**config.mk**
```make
export PLATFORM = sky130hd
export DESIGN_NAME = anamux_switch_sequencer
export DESIGN_NICKNAME = d
export VERILOG_FILES = /design/src/rtl/anamux_pkg.sv /design/src/rtl/anamux_cycle_timer.sv /design/src/rtl/anamux_switch_sequencer.sv
export SDC_FILE = /design/constraint.sdc
export NUM_CORES = 1
export LEC_CHECK = 0
export ABC_AREA = 1
export CORE_MARGIN = 4
export CORE_UTILIZATION = 27
export CTS_BUF_LIST = sky130_fd_sc_hd__clkbuf_4 sky130_fd_sc_hd__clkbuf_8
export DETAILED_ROUTE_END_ITERATION = 12
export PLACE_DENSITY = 0.5
export SYNTH_ARGS = -nofsm -noshare
export SYNTH_HDL_FRONTEND = slang
export SYNTH_SLANG_ARGS = --single-unit
```
**constraint.sdc**
```tcl
create_clock -name clk -period 1.5 [get_ports clk]
set_clock_uncertainty 0.1 [all_clocks]
set_input_delay 0.15 -clock clk [delete_from_list [all_inputs] [get_ports clk]]
set_output_delay 0.15 -clock clk [all_outputs]
set_load 0.01 [all_outputs]
```
**src/rtl/anamux_pkg.sv**
```systemverilog
// rtl/anamux_pkg.sv - shared state type, channel constants and one-hot encoder for the analog mux sequencer
package anamux_pkg;

   localparam int ANAMUX_NUM_CH = 6;
   localparam int ANAMUX_CW     = 3;

   // All-ones index never names a real channel, so it doubles as "disconnect".
   localparam logic [ANAMUX_CW-1:0] CH_NONE = '1;

   typedef enum logic [1:0] {IDLE, BREAK, MAKE, HOLD} anamux_state_e;

   function automatic logic [ANAMUX_NUM_CH-1:0] onehot_enc(input logic [ANAMUX_CW-1:0] idx);
      logic [ANAMUX_NUM_CH-1:0] v;
      v = '0;
      for (int i = 0; i < ANAMUX_NUM_CH; i++) begin
         if (idx == i[ANAMUX_CW-1:0]) v[i] = 1'b1;
      end
      return v;
   endfunction

endpackage

```
**src/rtl/anamux_cycle_timer.sv**
```systemverilog
// rtl/anamux_cycle_timer.sv - loadable down-counter that parks at zero and flags done there
module anamux_cycle_timer #(
   parameter int W = 8
) (
   input  logic         clk,
   input  logic         rst_n,
   input  logic         load,
   input  logic [W-1:0] load_val,
   output logic         done
);

   logic [W-1:0] cnt_q, cnt_d;

   always_comb begin
      cnt_d = cnt_q;
      if (load) begin
         cnt_d = load_val;
      end else if (cnt_q != '0) begin
         cnt_d = cnt_q - 1'b1;
      end
   end

   always_ff @(posedge clk or negedge rst_n) begin
      if (!rst_n) cnt_q <= '0;
      else        cnt_q <= cnt_d;
   end

   assign done = (cnt_q == '0);

endmodule

```
**src/rtl/anamux_switch_sequencer.sv**
```systemverilog
// rtl/anamux_switch_sequencer.sv - break-before-make switch sequencer for the analog mux
// Auto-scan with dwell timer is built only when ANAMUX_SCAN_EN is defined.
module anamux_switch_sequencer
   import anamux_pkg::*;
#(
   parameter int NUM_CH  = ANAMUX_NUM_CH,
   parameter int CW      = ANAMUX_CW,
   parameter int BBM_CYC = 4,
   parameter int DWELL_W = 8
) (
   input  logic               clk,
   input  logic               rst_n,
   input  logic               cmd_valid,
   output logic               cmd_ready,
   input  logic [CW-1:0]      cmd_chan,
   input  logic               cmd_scan,
   input  logic [DWELL_W-1:0] dwell_len,
   input  logic               stop,
   output logic [NUM_CH-1:0]  mux_sel,
   output logic [CW-1:0]      cur_chan,
   output logic               ch_stable,
   output logic               busy
);

   localparam int BBM_W = (BBM_CYC > 1) ? $clog2(BBM_CYC) : 1;

   anamux_state_e       state_q, state_d;
   logic [CW-1:0]       target_q, target_d;
   logic                scanning_q, scanning_d;
   logic [NUM_CH-1:0]   mux_sel_q, mux_sel_d;
   logic [CW-1:0]       cur_chan_q, cur_chan_d;
   logic                ch_stable_q, ch_stable_d;
   logic                busy_q, busy_d;

   logic                accept, scan_req;
   logic                bbm_load, bbm_done;
   logic                dwell_load, dwell_done;
   logic [CW-1:0]       next_chan;

   assign cmd_ready = (state_q == IDLE) || ((state_q == HOLD) && !scanning_q);
   // stop wins over a same-cycle command even though cmd_ready is high.
   assign accept    = cmd_valid && cmd_ready && !stop;
   assign next_chan = (cur_chan_q == CW'(NUM_CH - 1)) ? '0 : cur_chan_q + 1'b1;

   anamux_cycle_timer #(.W(BBM_W)) u_bbm_timer (
      .clk      (clk),
      .rst_n    (rst_n),
      .load     (bbm_load),
      .load_val (BBM_W'(BBM_CYC - 1)),
      .done     (bbm_done)
   );

`ifdef ANAMUX_SCAN_EN
   logic [DWELL_W-1:0] dwell_q, dwell_d;

   assign scan_req = cmd_scan;

   always_comb begin
      dwell_d = dwell_q;
      if (accept) dwell_d = (dwell_len == '0) ? DWELL_W'(1) : dwell_len;
   end

   always_ff @(posedge clk or negedge rst_n) begin
      if (!rst_n) dwell_q <= DWELL_W'(1);
      else        dwell_q <= dwell_d;
   end

   anamux_cycle_timer #(.W(DWELL_W)) u_dwell_timer (
      .clk      (clk),
      .rst_n    (rst_n),
      .load     (dwell_load),
      .load_val (dwell_q - 1'b1),
      .done     (dwell_done)
   );
`else
   logic unused_scan;
   assign scan_req    = 1'b0;
   assign dwell_done  = 1'b0;
   assign unused_scan = ^{cmd_scan, dwell_len, dwell_load};
`endif

   always_comb begin
      state_d    = state_q;
      target_d   = target_q;
      scanning_d = scanning_q;
      mux_sel_d  = mux_sel_q;
      cur_chan_d = cur_chan_q;
      bbm_load   = 1'b0;
      dwell_load = 1'b0;
      case (state_q)
         IDLE: begin
            if (accept) begin
               state_d    = BREAK;
               target_d   = cmd_chan;
               scanning_d = scan_req;
               bbm_load   = 1'b1;
            end
         end
         BREAK: begin
            if (stop) target_d = CH_NONE;
            if (bbm_done) begin
               state_d = (stop || int'(target_q) >= NUM_CH) ? IDLE : MAKE;
            end
         end
         MAKE: begin
            if (stop) begin
               state_d  = BREAK;
               target_d = CH_NONE;
               bbm_load = 1'b1;
            end else begin
               state_d    = HOLD;
               mux_sel_d  = onehot_enc(target_q);
               cur_chan_d = target_q;
               dwell_load = 1'b1;
            end
         end
         HOLD: begin
            if (stop) begin
               state_d    = BREAK;
               target_d   = CH_NONE;
               scanning_d = 1'b0;
               bbm_load   = 1'b1;
            end else if (accept) begin
               state_d    = BREAK;
               target_d   = cmd_chan;
               scanning_d = scan_req;
               bbm_load   = 1'b1;
            end else if (scanning_q && dwell_done) begin
               state_d  = BREAK;
               target_d = next_chan;
               bbm_load = 1'b1;
            end
         end
         default: state_d = IDLE;
      endcase
      // Opening the switches rides the same edge that leaves HOLD/MAKE.
      if (state_d == BREAK || state_d == IDLE) mux_sel_d = '0;
      if (state_d == IDLE) scanning_d = 1'b0;
      ch_stable_d = (state_q == HOLD) && (state_d == HOLD);
      busy_d      = (state_d != IDLE);
   end

   always_ff @(posedge clk or negedge rst_n) begin
      if (!rst_n) begin
         state_q     <= IDLE;
         target_q    <= CH_NONE;
         scanning_q  <= 1'b0;
         mux_sel_q   <= '0;
         cur_chan_q  <= '0;
         ch_stable_q <= 1'b0;
         busy_q      <= 1'b0;
      end else begin
         state_q     <= state_d;
         target_q    <= target_d;
         scanning_q  <= scanning_d;
         mux_sel_q   <= mux_sel_d;
         cur_chan_q  <= cur_chan_d;
         ch_stable_q <= ch_stable_d;
         busy_q      <= busy_d;
      end
   end

   assign mux_sel   = mux_sel_q;
   assign cur_chan  = cur_chan_q;
   assign ch_stable = ch_stable_q;
   assign busy      = busy_q;

endmodule

```
==> results <==
- During synthesis, Yosys emitted a total of 0 warnings.
- The number of diodes is 0.
- The sequential cell area in the final layout is 482 µm².
- Setup total negative slack on the finished layout was measured at -0.392 ns.
- The post-detailed-placement cell area is 1440 µm².
- Together, buffers and inverters on the worst path number 3.
- The maximum vdd ir drop is 0.000729 V.
- In this run the worst path has a maximum fanout of 8.
- The maximum count of clock buffers along a single path is 2.
- The setup-violating endpoint count in the final report is 9.
- Summing the sequential cell areas from Yosys gives 45.8% of the chip area.
- The number of filler cells placed in the layout is 374.
- The worst min-delay path class is input port to asynchronous set/reset pin.
- TritonCTS built the clock tree.
- The total overflow left after global routing is 0.
- The master cell of the clock root buffer is clkbuf_8.
- The minimum clock period after layout is 1.56 ns.
- In this run the mean area of a mapped cell was 7.99 µm².
- The net count of the finished layout is 198.
- The placed wire-length estimate after detailed placement is 1800 µm.
- The category of the worst setup path capture point is a flip-flop.
- Leaving out fill and tap cells, the most frequent cells in the layout are nand2_1, clkdlybuf4s50_1, buf_4.
- The mapped netlist covers 1050 µm².
- The worst register-to-register path has a depth of 9.
- The final setup slack of the worst path is -0.0553 ns.
- The post-route clock period utilization is 104%.
- The DRC violation count after routing is 0.
- The die height is 70.3 µm.
- For this design, the sink count on the clock tree is 19.
- The initial antenna violation count is 0.
- The routed via count divided by cell count is 4.38.
- The area added between synthesis and finish is 63.3%.
- The number of different library cells in the post-synthesis netlist is 22.
- The path type of the worst setup path is flip-flop to flip-flop.
- The multi-input combinational cells in the finished layout cover a total of 638 µm².
- The number of clock buffers added by TritonCTS is 3.
- Cells with a size suffix above 1 make up 43.2% of the layout.
- For this run, the top clock speed supported by timing is 643 MHz.
- For this design, the slowest cell found on the critical path is dfrtp_2.
- The largest net degree at the start of global routing is 20.
- After clock tree synthesis, the flow added hold-fix buffers numbering 0.
- Across all layers, the routed design uses 980 vias.
- Counting flops and latches in the post-synthesis netlist gives 19.
- The internal power component is 1.74 mW.
- Sequential cells burn 27.8% of the power.
- The horizontal die dimension is 70.3 µm.
- Broken down by cell family, the worst path's largest delay share belongs to simple AND/OR/NAND/NOR gates.
- The core region area is 3720 µm².
- The via count of the first global-routing pass is 965.
- Synthesis produced 131 cells.
- The cell area after layout is 1710 µm².
- The later pin in the worst-skew pair is clocked with a latency of 0.26 ns.
- The count of endpoints failing hold in the final timing report came to 0.
- Traced cell by cell, the critical path runs through inv_2, ha_4, buf_6, nor2_4, nor3_2, nand2_2, nand2_8, inv_6, nor2_2.
- The first routing iteration left 17 violations.
- The number of nets with antenna violations after detailed routing is 0.
- For this block, the routed nets add up to 2560 µm of wire.
- At the pin with the least slew margin, the transition time is 0.273 ns.
- The site row count is 22.
- The switching power share of the total is 41.4%.
- The total I/O pin count is 28.
- The tightest hold path in the finished design has a slack of 0.122 ns.
- The detailed-route wire length per cell is 11.4 µm.
- Setup repair after global routing could not meet its margin everywhere.
- The arrival time at the worst endpoint is 1.65 ns.
- The library cell used most frequently in the layout, excluding fill and tap cells, is nand2_1.
- The worst setup path is launched from a flip-flop.
- When the netlist entered floorplanning its net count stood at 152.
- The global-route usage over all layers is 10.7%.
- The reported net switching power is 1.23 mW.
- The final reports fail on setup timing.
- In this run the static leakage power is 0.810 nW.
- For this configuration, the core starts out at a cell density of 28.2%.
- Routability-driven placement finished with a final weighted congestion of 0.903.
- After clock tree synthesis, the clock-pin slew on the worst setup and hold paths is 0.08 ns.
- The area of the die is 4940 µm².
- The clock network is responsible for 12.4% of the overall power.
- For this run, the detailed router's first-pass iteration total came to 4.
- Data on the critical path is required at its endpoint by 1.60 ns.
- The delay of the slowest critical-path stage is 0.45 ns.
- In this run the power density over the cells is 1730 nW/µm².
- Of the total power, combinational logic draws 59.8%.
- The max-cap check violation count is 0.
- The first global-routing pass estimated 4310 µm of wire.
- The worst pin sits at a relative slew slack of 81.8%.
- The number of port buffers is 18.
- The cell depth of the worst setup path is 9.
- In this run the number of H-tree levels came out at 1.
- The run finished, with violations left.
- The max-slew violation total from the final report is 0.
[synth_stat cells]
| cell | instances | area share, % |
|---|---|---|
| o21ai_0 | 7 | 3.3 |
| nand2_4 | 3 | 3.2 |
| nor2_2 | 1 | 0.60 |
| a22oi_1 | 2 | 1.4 |
| o22ai_2 | 1 | 1.2 |
| inv_4 | 1 | 0.60 |
| inv_2 | 3 | 1.1 |
| nand2_2 | 3 | 1.8 |
| dfrtp_1 | 16 | 38 |
| nand4_1 | 2 | 1.2 |
| nand3_4 | 1 | 1.7 |
| nor2_1 | 15 | 5.4 |
| nor3_2 | 1 | 0.96 |
| inv_1 | 19 | 6.8 |
| nor4_1 | 1 | 0.60 |
| a21oi_1 | 2 | 0.96 |
| ha_1 | 5 | 6.0 |
| nand2_1 | 34 | 12 |
| dfstp_2 | 3 | 7.5 |
| nand3_1 | 9 | 4.3 |
| nor3_1 | 1 | 0.48 |
| buf_2 | 1 | 0.48 |
[stage by stage]
stage	worst slack, ns	total power [mW]	std cells	utilization (%)
3_5_place_dp	-0.142	2.12	216	38.6
3_3_place_gp	-0.134	2.09	216	38.6
2_1_floorplan	0.00969	1.58	131	-
4_1_cts	-0.0669	2.58	222	41.0
5_1_grt	-0.172	3.24	224	46.0
6_report	-0.0553	2.96	224	46.0
[area by class of cell]
class,instances,area share [%]
inverters,23,5.63
well taps,48,3.51
clock buffers,3,2.41
flip-flops and latches,19,28.2
repair buffers,42,22.7
clock inverters,1,0.293
multi-input cells,88,37.3
[final timing paths]
check | slack, ns | endpoint | startpoint
hold / removal | 0.12 | cur_chan[2]$_DFFE_PN0P_ | rst_n
setup reg to reg | -0.06 | mux_sel[3]$_DFFE_PN0P_ | state_q[1]$_DFF_PN0_
min in group clk | 0.39 | cur_chan[0]$_DFFE_PN0P_ | cur_chan[0]$_DFFE_PN0P_
setup / recovery | -0.06 | mux_sel[3]$_DFFE_PN0P_ | state_q[1]$_DFF_PN0_
hold reg to reg | 0.39 | cur_chan[0]$_DFFE_PN0P_ | cur_chan[0]$_DFFE_PN0P_
max in group asynchronous | 0.91 | target_q[0]$_DFFE_PN1P_ | rst_n
[sequential cells by signal, summed over array words and instances, names as in the netlist]
signal / count
busy: 1
ch_stable: 1
cur_chan: 3
mux_sel: 6
scanning_q: 1
state_q: 2
target_q: 3
u_bbm_timer.cnt_q: 2
[power groups by stage]
stage | combinational, mW | clock, mW | sequential (mW)
after detailed placement | 1.32 | 0 | 0.804
after floorplan | 0.773 | 0 | 0.803
after CTS | 1.40 | 0.384 | 0.793
final | 1.77 | 0.369 | 0.823
after global placement | 1.30 | 0 | 0.795
after global routing | 1.99 | 0.404 | 0.845
[kinds of logic (layout without fill, tap and decap cells)]
group           count (synthesis)  count (layout)  share of synthesized area [%]
simple gates                   71              71                           32.4
buf+inv                        24              69                           8.96
flops                          19              19                           45.8
compound gates                 12              12                           6.93
fa+ha+maj                       5               5                           5.97
[repair_timing]
item                                    4_1_cts  5_1_grt
endpoints found under the setup margin       13       17
pin swaps                                     1       25
buffers inserted                              2        2
gates resized for setup                      12       46
[routing by layer]
| layer | vias to the layer above | share of wire, % | global-route usage (%) | routed length [µm] |
|---|---|---|---|---|
| met4 | 0 | 1.8 | 4.47 | 46 |
| met5 | - | 0 | 0 | 0 |
| met1 | 458 | 47 | 13.4 | 1200 |
| met2 | 16 | 48 | 17.5 | 1230 |
| met3 | 5 | 3.2 | 2.73 | 83 |
| li1 | 501 | - | - | - |
[worst register-to-register path: cells and delay by family (launching register included)]
kind	cells	cell delay [ns]
buffers and inverters	3	0.26
adder cells (fa/ha/maj)	1	0.14
flip-flops	1	0.45
AND/OR/NAND/NOR	5	0.55
(Power assumes the default switching activity.)
